==> config.mk <==
export PLATFORM = sky130hd
export DESIGN_NAME = alu_cmd_sequencer
export DESIGN_NICKNAME = d
export VERILOG_FILES = /design/src/rtl/alu_cmd_sequencer.sv
export SDC_FILE = /design/constraint.sdc
export NUM_CORES = 1
export LEC_CHECK = 0
export CAP_MARGIN = 5
export CORE_UTILIZATION = 35
export DETAILED_ROUTE_END_ITERATION = 7
export PLACE_DENSITY = 0.55
export SLEW_MARGIN = 40
export SYNTH_ARGS = -nofsm -noshare
export SYNTH_HDL_FRONTEND = slang
export SYNTH_SLANG_ARGS = --single-unit
==> constraint.sdc <==
create_clock -name clk -period 2.4 [get_ports clk]
set_clock_uncertainty 0.15 [all_clocks]
set_input_delay 0.72 -clock clk [delete_from_list [all_inputs] [get_ports clk]]
set_output_delay 0.72 -clock clk [all_outputs]
set_load 0.03 [all_outputs]
==> src/rtl/alu_cmd_sequencer.sv <==
// rtl/alu_cmd_sequencer.sv - command FIFO feeding a start/done ALU, one response per command
// IDLE pops a command, BUSY waits for done or timeout, DRAIN masks a stale done, RESP holds the answer.
module alu_cmd_sequencer #(
   parameter int DEPTH   = 4,
   parameter int TIMEOUT = 15
) (
   input  logic                   clk,
   input  logic                   reset,
   input  logic                   cmd_valid,
   output logic                   cmd_ready,
   input  logic [7:0]             cmd_a,
   input  logic [7:0]             cmd_b,
   input  logic [2:0]             cmd_op,
   output logic [7:0]             alu_A,
   output logic [7:0]             alu_B,
   output logic [2:0]             alu_op,
   output logic                   alu_start,
   input  logic                   alu_done,
   input  logic [15:0]            alu_result,
   output logic                   rsp_valid,
   input  logic                   rsp_ready,
   output logic [15:0]            rsp_result,
   output logic [2:0]             rsp_op,
   output logic                   rsp_err,
   output logic                   busy,
   output logic [$clog2(DEPTH):0] fifo_count
);

   localparam int AW = $clog2(DEPTH);
   localparam int CW = $clog2(TIMEOUT + 1);

   localparam logic [1:0] S_IDLE  = 2'd0;
   localparam logic [1:0] S_BUSY  = 2'd1;
   localparam logic [1:0] S_DRAIN = 2'd2;
   localparam logic [1:0] S_RESP  = 2'd3;

   logic [18:0]   r_mem [DEPTH];
   logic [AW-1:0] r_wr_ptr;
   logic [AW-1:0] r_rd_ptr;
   logic [AW:0]   r_count;
   logic [1:0]    r_state;
   logic [CW-1:0] r_cnt;
   logic [7:0]    r_a;
   logic [7:0]    r_b;
   logic [2:0]    r_op;
   logic [15:0]   r_rsp_result;
   logic [2:0]    r_rsp_op;
   logic          r_rsp_err;

   logic          w_push;
   logic          w_pop;
   logic [18:0]   w_head;

   assign cmd_ready  = !reset && (r_count < (AW + 1)'(DEPTH));
   assign w_push     = cmd_valid && cmd_ready;
   assign w_pop      = (r_state == S_IDLE) && (r_count != '0);
   assign w_head     = r_mem[r_rd_ptr];

   assign alu_A      = r_a;
   assign alu_B      = r_b;
   assign alu_op     = r_op;
   assign alu_start  = (r_state == S_BUSY);
   assign rsp_valid  = (r_state == S_RESP);
   assign rsp_result = r_rsp_result;
   assign rsp_op     = r_rsp_op;
   assign rsp_err    = r_rsp_err;
   assign busy       = (r_state != S_IDLE);
   assign fifo_count = r_count;

   always_ff @(posedge clk) begin
      if (w_push) begin
         r_mem[r_wr_ptr] <= {cmd_op, cmd_a, cmd_b};
      end
   end

   always_ff @(posedge clk) begin
      if (reset) begin
         r_wr_ptr <= '0;
         r_rd_ptr <= '0;
         r_count  <= '0;
      end else begin
         if (w_push) r_wr_ptr <= r_wr_ptr + 1'b1;
         if (w_pop)  r_rd_ptr <= r_rd_ptr + 1'b1;
         case ({w_push, w_pop})
            2'b10:   r_count <= r_count + 1'b1;
            2'b01:   r_count <= r_count - 1'b1;
            default: r_count <= r_count;
         endcase
      end
   end

   always_ff @(posedge clk) begin
      if (reset) begin
         r_state      <= S_IDLE;
         r_cnt        <= '0;
         r_a          <= '0;
         r_b          <= '0;
         r_op         <= '0;
         r_rsp_result <= '0;
         r_rsp_op     <= '0;
         r_rsp_err    <= 1'b0;
      end else begin
         case (r_state)
            S_IDLE: begin
               if (w_pop) begin
                  {r_op, r_a, r_b} <= w_head;
                  r_rsp_op         <= w_head[18:16];
                  r_rsp_result     <= '0;
                  r_rsp_err        <= 1'b0;
                  r_cnt            <= '0;
                  r_state          <= (w_head[18:16] == 3'b000) ? S_RESP : S_BUSY;
               end
            end
            S_BUSY: begin
               if (alu_done) begin
                  r_rsp_result <= alu_result;
                  r_rsp_err    <= 1'b0;
                  r_state      <= S_DRAIN;
               end else if (r_cnt == CW'(TIMEOUT - 1)) begin
                  // this is the TIMEOUT-th cycle with start high and still no done
                  r_rsp_result <= '0;
                  r_rsp_err    <= 1'b1;
                  r_state      <= S_DRAIN;
               end else begin
                  r_cnt <= r_cnt + 1'b1;
               end
            end
            S_DRAIN: begin
               r_state <= S_RESP;
            end
            S_RESP: begin
               if (rsp_ready) r_state <= S_IDLE;
            end
            default: r_state <= S_IDLE;
         endcase
      end
   end

endmodule

==> results of run 1 <==
-- final cells by class --
type | instances | area, um2 | share of cell area
clock inverters | 10 | 110 | 0.0163
clock buffers | 22 | 484 | 0.0719
inverters | 14 | 52.6 | 0.00780
multi-input cells | 196 | 1500 | 0.223
flip-flops and latches | 127 | 3310 | 0.491
repair buffers | 107 | 1060 | 0.157
well taps | 180 | 225 | 0.0334
-- flip-flops by register name (all words and copies together), names as in the netlist, 3 cells and up, named ones only --
register    cells
r_mem          76
rsp_result     16
alu_A           8
alu_B           8
r_cnt           4
fifo_count      3
rsp_op          3
-- routing by layer --
metal | up-vias | track usage | wire length (um)
li1 | 1504 | - | -
met1 | 1475 | 0.189 | 4570
met2 | 95 | 0.237 | 4690
met3 | 12 | 0.0524 | 648
met4 | 0 | 0.0579 | 132
met5 | - | 0 | 0
-- worst max-delay path by stage --
stage,from,end,slack (ps)
after CTS,rsp_op[1],alu_op[1],30
after global routing,rsp_op[2],alu_op[2],0.5
after global placement,cmd_valid,fifo_count[2],-300
after detailed placement,cmd_valid,fifo_count[2],-350
after floorplan,r_state[0],fifo_count[2],10
final,rsp_op[1],alu_op[1],60
-- logic make-up after synthesis --
| group | synth area share |
|---|---|
| AND/OR/NAND/NOR | 0.0964 |
| flip-flops | 0.670 |
| multiplexers | 0.0949 |
| buffers and inverters | 0.0317 |
| XOR/XNOR | 0.0107 |
| AO/OA/AOI/OAI | 0.0617 |
| adder cells (fa/ha/maj) | 0.0345 |
-- per-stage QoR --
stage	power [mW]	util	hold WS [ps]	setup WS [ps]	setup TNS [ps]
3_5_place_dp	5.46	0.444	293	-348	-864
4_1_cts	7.98	0.486	300	25.3	0
5_1_grt	8.32	0.487	313	0.482	0
3_3_place_gp	5.41	0.444	291	-300	-378
6_report	7.88	0.487	297	63.8	0
2_1_floorplan	4.49	-	335	13.6	0
-- synthesized netlist by cell type, drive strengths merged --
cell | number | area [um2]
edfxtp | 76 | 2280
nand2 | 56 | 210
dfxtp | 51 | 1020
a21oi | 39 | 195
mux4 | 19 | 447
nand3 | 17 | 85.1
nor2 | 17 | 63.8
inv | 14 | 52.6
ha | 12 | 150
buf | 11 | 70.1
clkbuf | 9 | 33.8
a211oi | 4 | 45.1
and3 | 4 | 25.0
xnor2 | 3 | 26.3
xor2 | 3 | 26.3
and2 | 2 | 12.5
nor2b | 2 | 12.5
nor3 | 2 | 10.0
o31ai | 2 | 15.0
a211o | 1 | 8.76
a21bo | 1 | 10.0
a221oi | 1 | 8.76
a31o | 1 | 8.76
fa | 1 | 20.0
mux2 | 1 | 11.3
mux2i | 1 | 10.0
nand3b | 1 | 7.51
nand4 | 1 | 6.26
nor4 | 1 | 12.5
nor4b | 1 | 23.8
o21ai | 1 | 5.00
o21bai | 1 | 7.51
or3 | 1 | 6.26
-- power groups by stage --
stage	logic [mW]	clock network (mW)	registers (mW)
finish	2.57	2.52	2.79
global placement	2.58	0	2.83
global route	2.81	2.68	2.83
floorplan	1.38	0	3.10
CTS	2.61	2.57	2.80
detailed placement	2.62	0	2.84
-- repair_timing --
action	in CTS	in global routing
pin swaps	0	1
cloned	0	0
gates resized for setup	8	5
hold buffers	0	0
endpoints found under the setup margin	6	4
-- cell usage in the layout, fill, tap and decap left out, types with 2 or more instances in the layout --
cell type        instances
a211oi_2                 3
a21oi_1                 38
and3_1                   4
buf_12                   4
buf_4                   19
bufinv_16                2
clkbuf_16               17
clkbuf_8                 4
clkdlybuf4s50_1         76
clkinv_2                 4
clkinvlp_4               4
dfxtp_1                 48
dfxtp_2                  3
dlygate4sd2_1            4
edfxtp_1                76
ha_1                    10
ha_2                     2
inv_1                   14
mux4_1                   5
mux4_2                  14
nand2_1                 56
nand3_1                 17
nor2_1                  16
nor2b_1                  2
nor3_1                   2
xnor2_1                  3
xor2_1                   3
==> metrics.csv, run 1 <==
metric,value,unit
cts.sinks,127,
rows,43,
synth_area,4930,um2
grt_use_total,0.150,
clock_latency,410,ps
wirelength,10000,um
synth_seq_cells,127,
grt_pass1_vias,3078,
setup_viol,0,
fillers,1197,
crit_required,1530,ps
comb_power_share,0.326,
rr_endpoint,fifo_count[2],
start_kind,flop,
power.density,1170,nW/um2
rsz0062_at_grt,no,
critPathArrivalTime,1470,ps
cts_buffer_depth,2,
overflow,0,
synth.avg_cell_area,13.8,um2
fmax,428,MHz
insertedDiodeCount,0,
critPathKind,flop to output pin,
first_pass_iters,4,
hp-start,rsp_result[4],
nets,516,
cts_tree,built,
synth_warnings,0,
max-vdd-ir-drop,691,uV
cp_num_cells,1,
end_kind,output pin,
ant_nets,0,
cts_setup_buffers,0,
htree_num_levels,4,
final_cell_count_no_fill,656,
outcome,"complete, no violations",
root_buffer,clkbuf_16,
worst_pin_slew,552,ps
cap_violations,0,
grt_max_degree,49,
gp_congestion,0.755,
dieHeight,121,um
min_path_cells,2,
slew_headroom,0.632,
r2r_slack,160,ps
cp_cell_sequence,clkdlybuf4s50_1,
internal_power,5.34,mW
post-route-drc-count,0,
hp-class,flop to flop,
cp_slowest_cell,clkdlybuf4s50_1,
reg2regPathDepth,10,
die_x,121,um
slew_violations,0,
viasPerCell,4.70,
numCtsBuffers,17,
first_iter_violations,162,
grt_pass1_wl,16100,um
timing.critical_path.buf_inv,1,
synth_seq_area_share,0.670,
syn_nets,410,
switching_share,0.323,
clock_power_share,0.320,
p_leak,2.36,nW
critPathTopFamily,buffers and inverters,
syn_to_final_growth,36.7,%
via_count,3086,
synth_cells,357,
dpl.cell_count,624,
boundaryPins,86,
wl_per_cell,15.3,um
start_util,0.357,
cp_slowest_stage_delay,690,ps
core_area,13800,um2
antenna_found_initial,0,
clkSlewWorstSetupHoldPaths,50,ps
yosysUniqueCellTypes,38,
port_buffers,85,
drive_above_1_share,0.183,
holdPathEnd,rsp_result[4],
r2r_start,r_state[0],
die_area,14600,um2
hold_viol,0,
critPathMaxFanout,3,
place_area,6140,um2
power_switching,2.54,mW
seq_power_share,0.354,
dp_hpwl,6380,um
stdcell_area,6740,um2
fin_crit_sh,0.973,
period_needed,2340,ps
(Power assumes the default switching activity.)
==> run 2: changes to the inputs <==
--- a/config.mk
+++ b/config.mk
@@ -5,6 +5,7 @@
 export SDC_FILE = /design/constraint.sdc
 export NUM_CORES = 1
 export LEC_CHECK = 0
+export ABC_CLOCK_PERIOD_IN_PS = 2400
 export CAP_MARGIN = 5
 export CORE_UTILIZATION = 35
 export DETAILED_ROUTE_END_ITERATION = 7
==> results of run 2 <==
No change in the layout: final DEF, timing and power equal those of run 1.
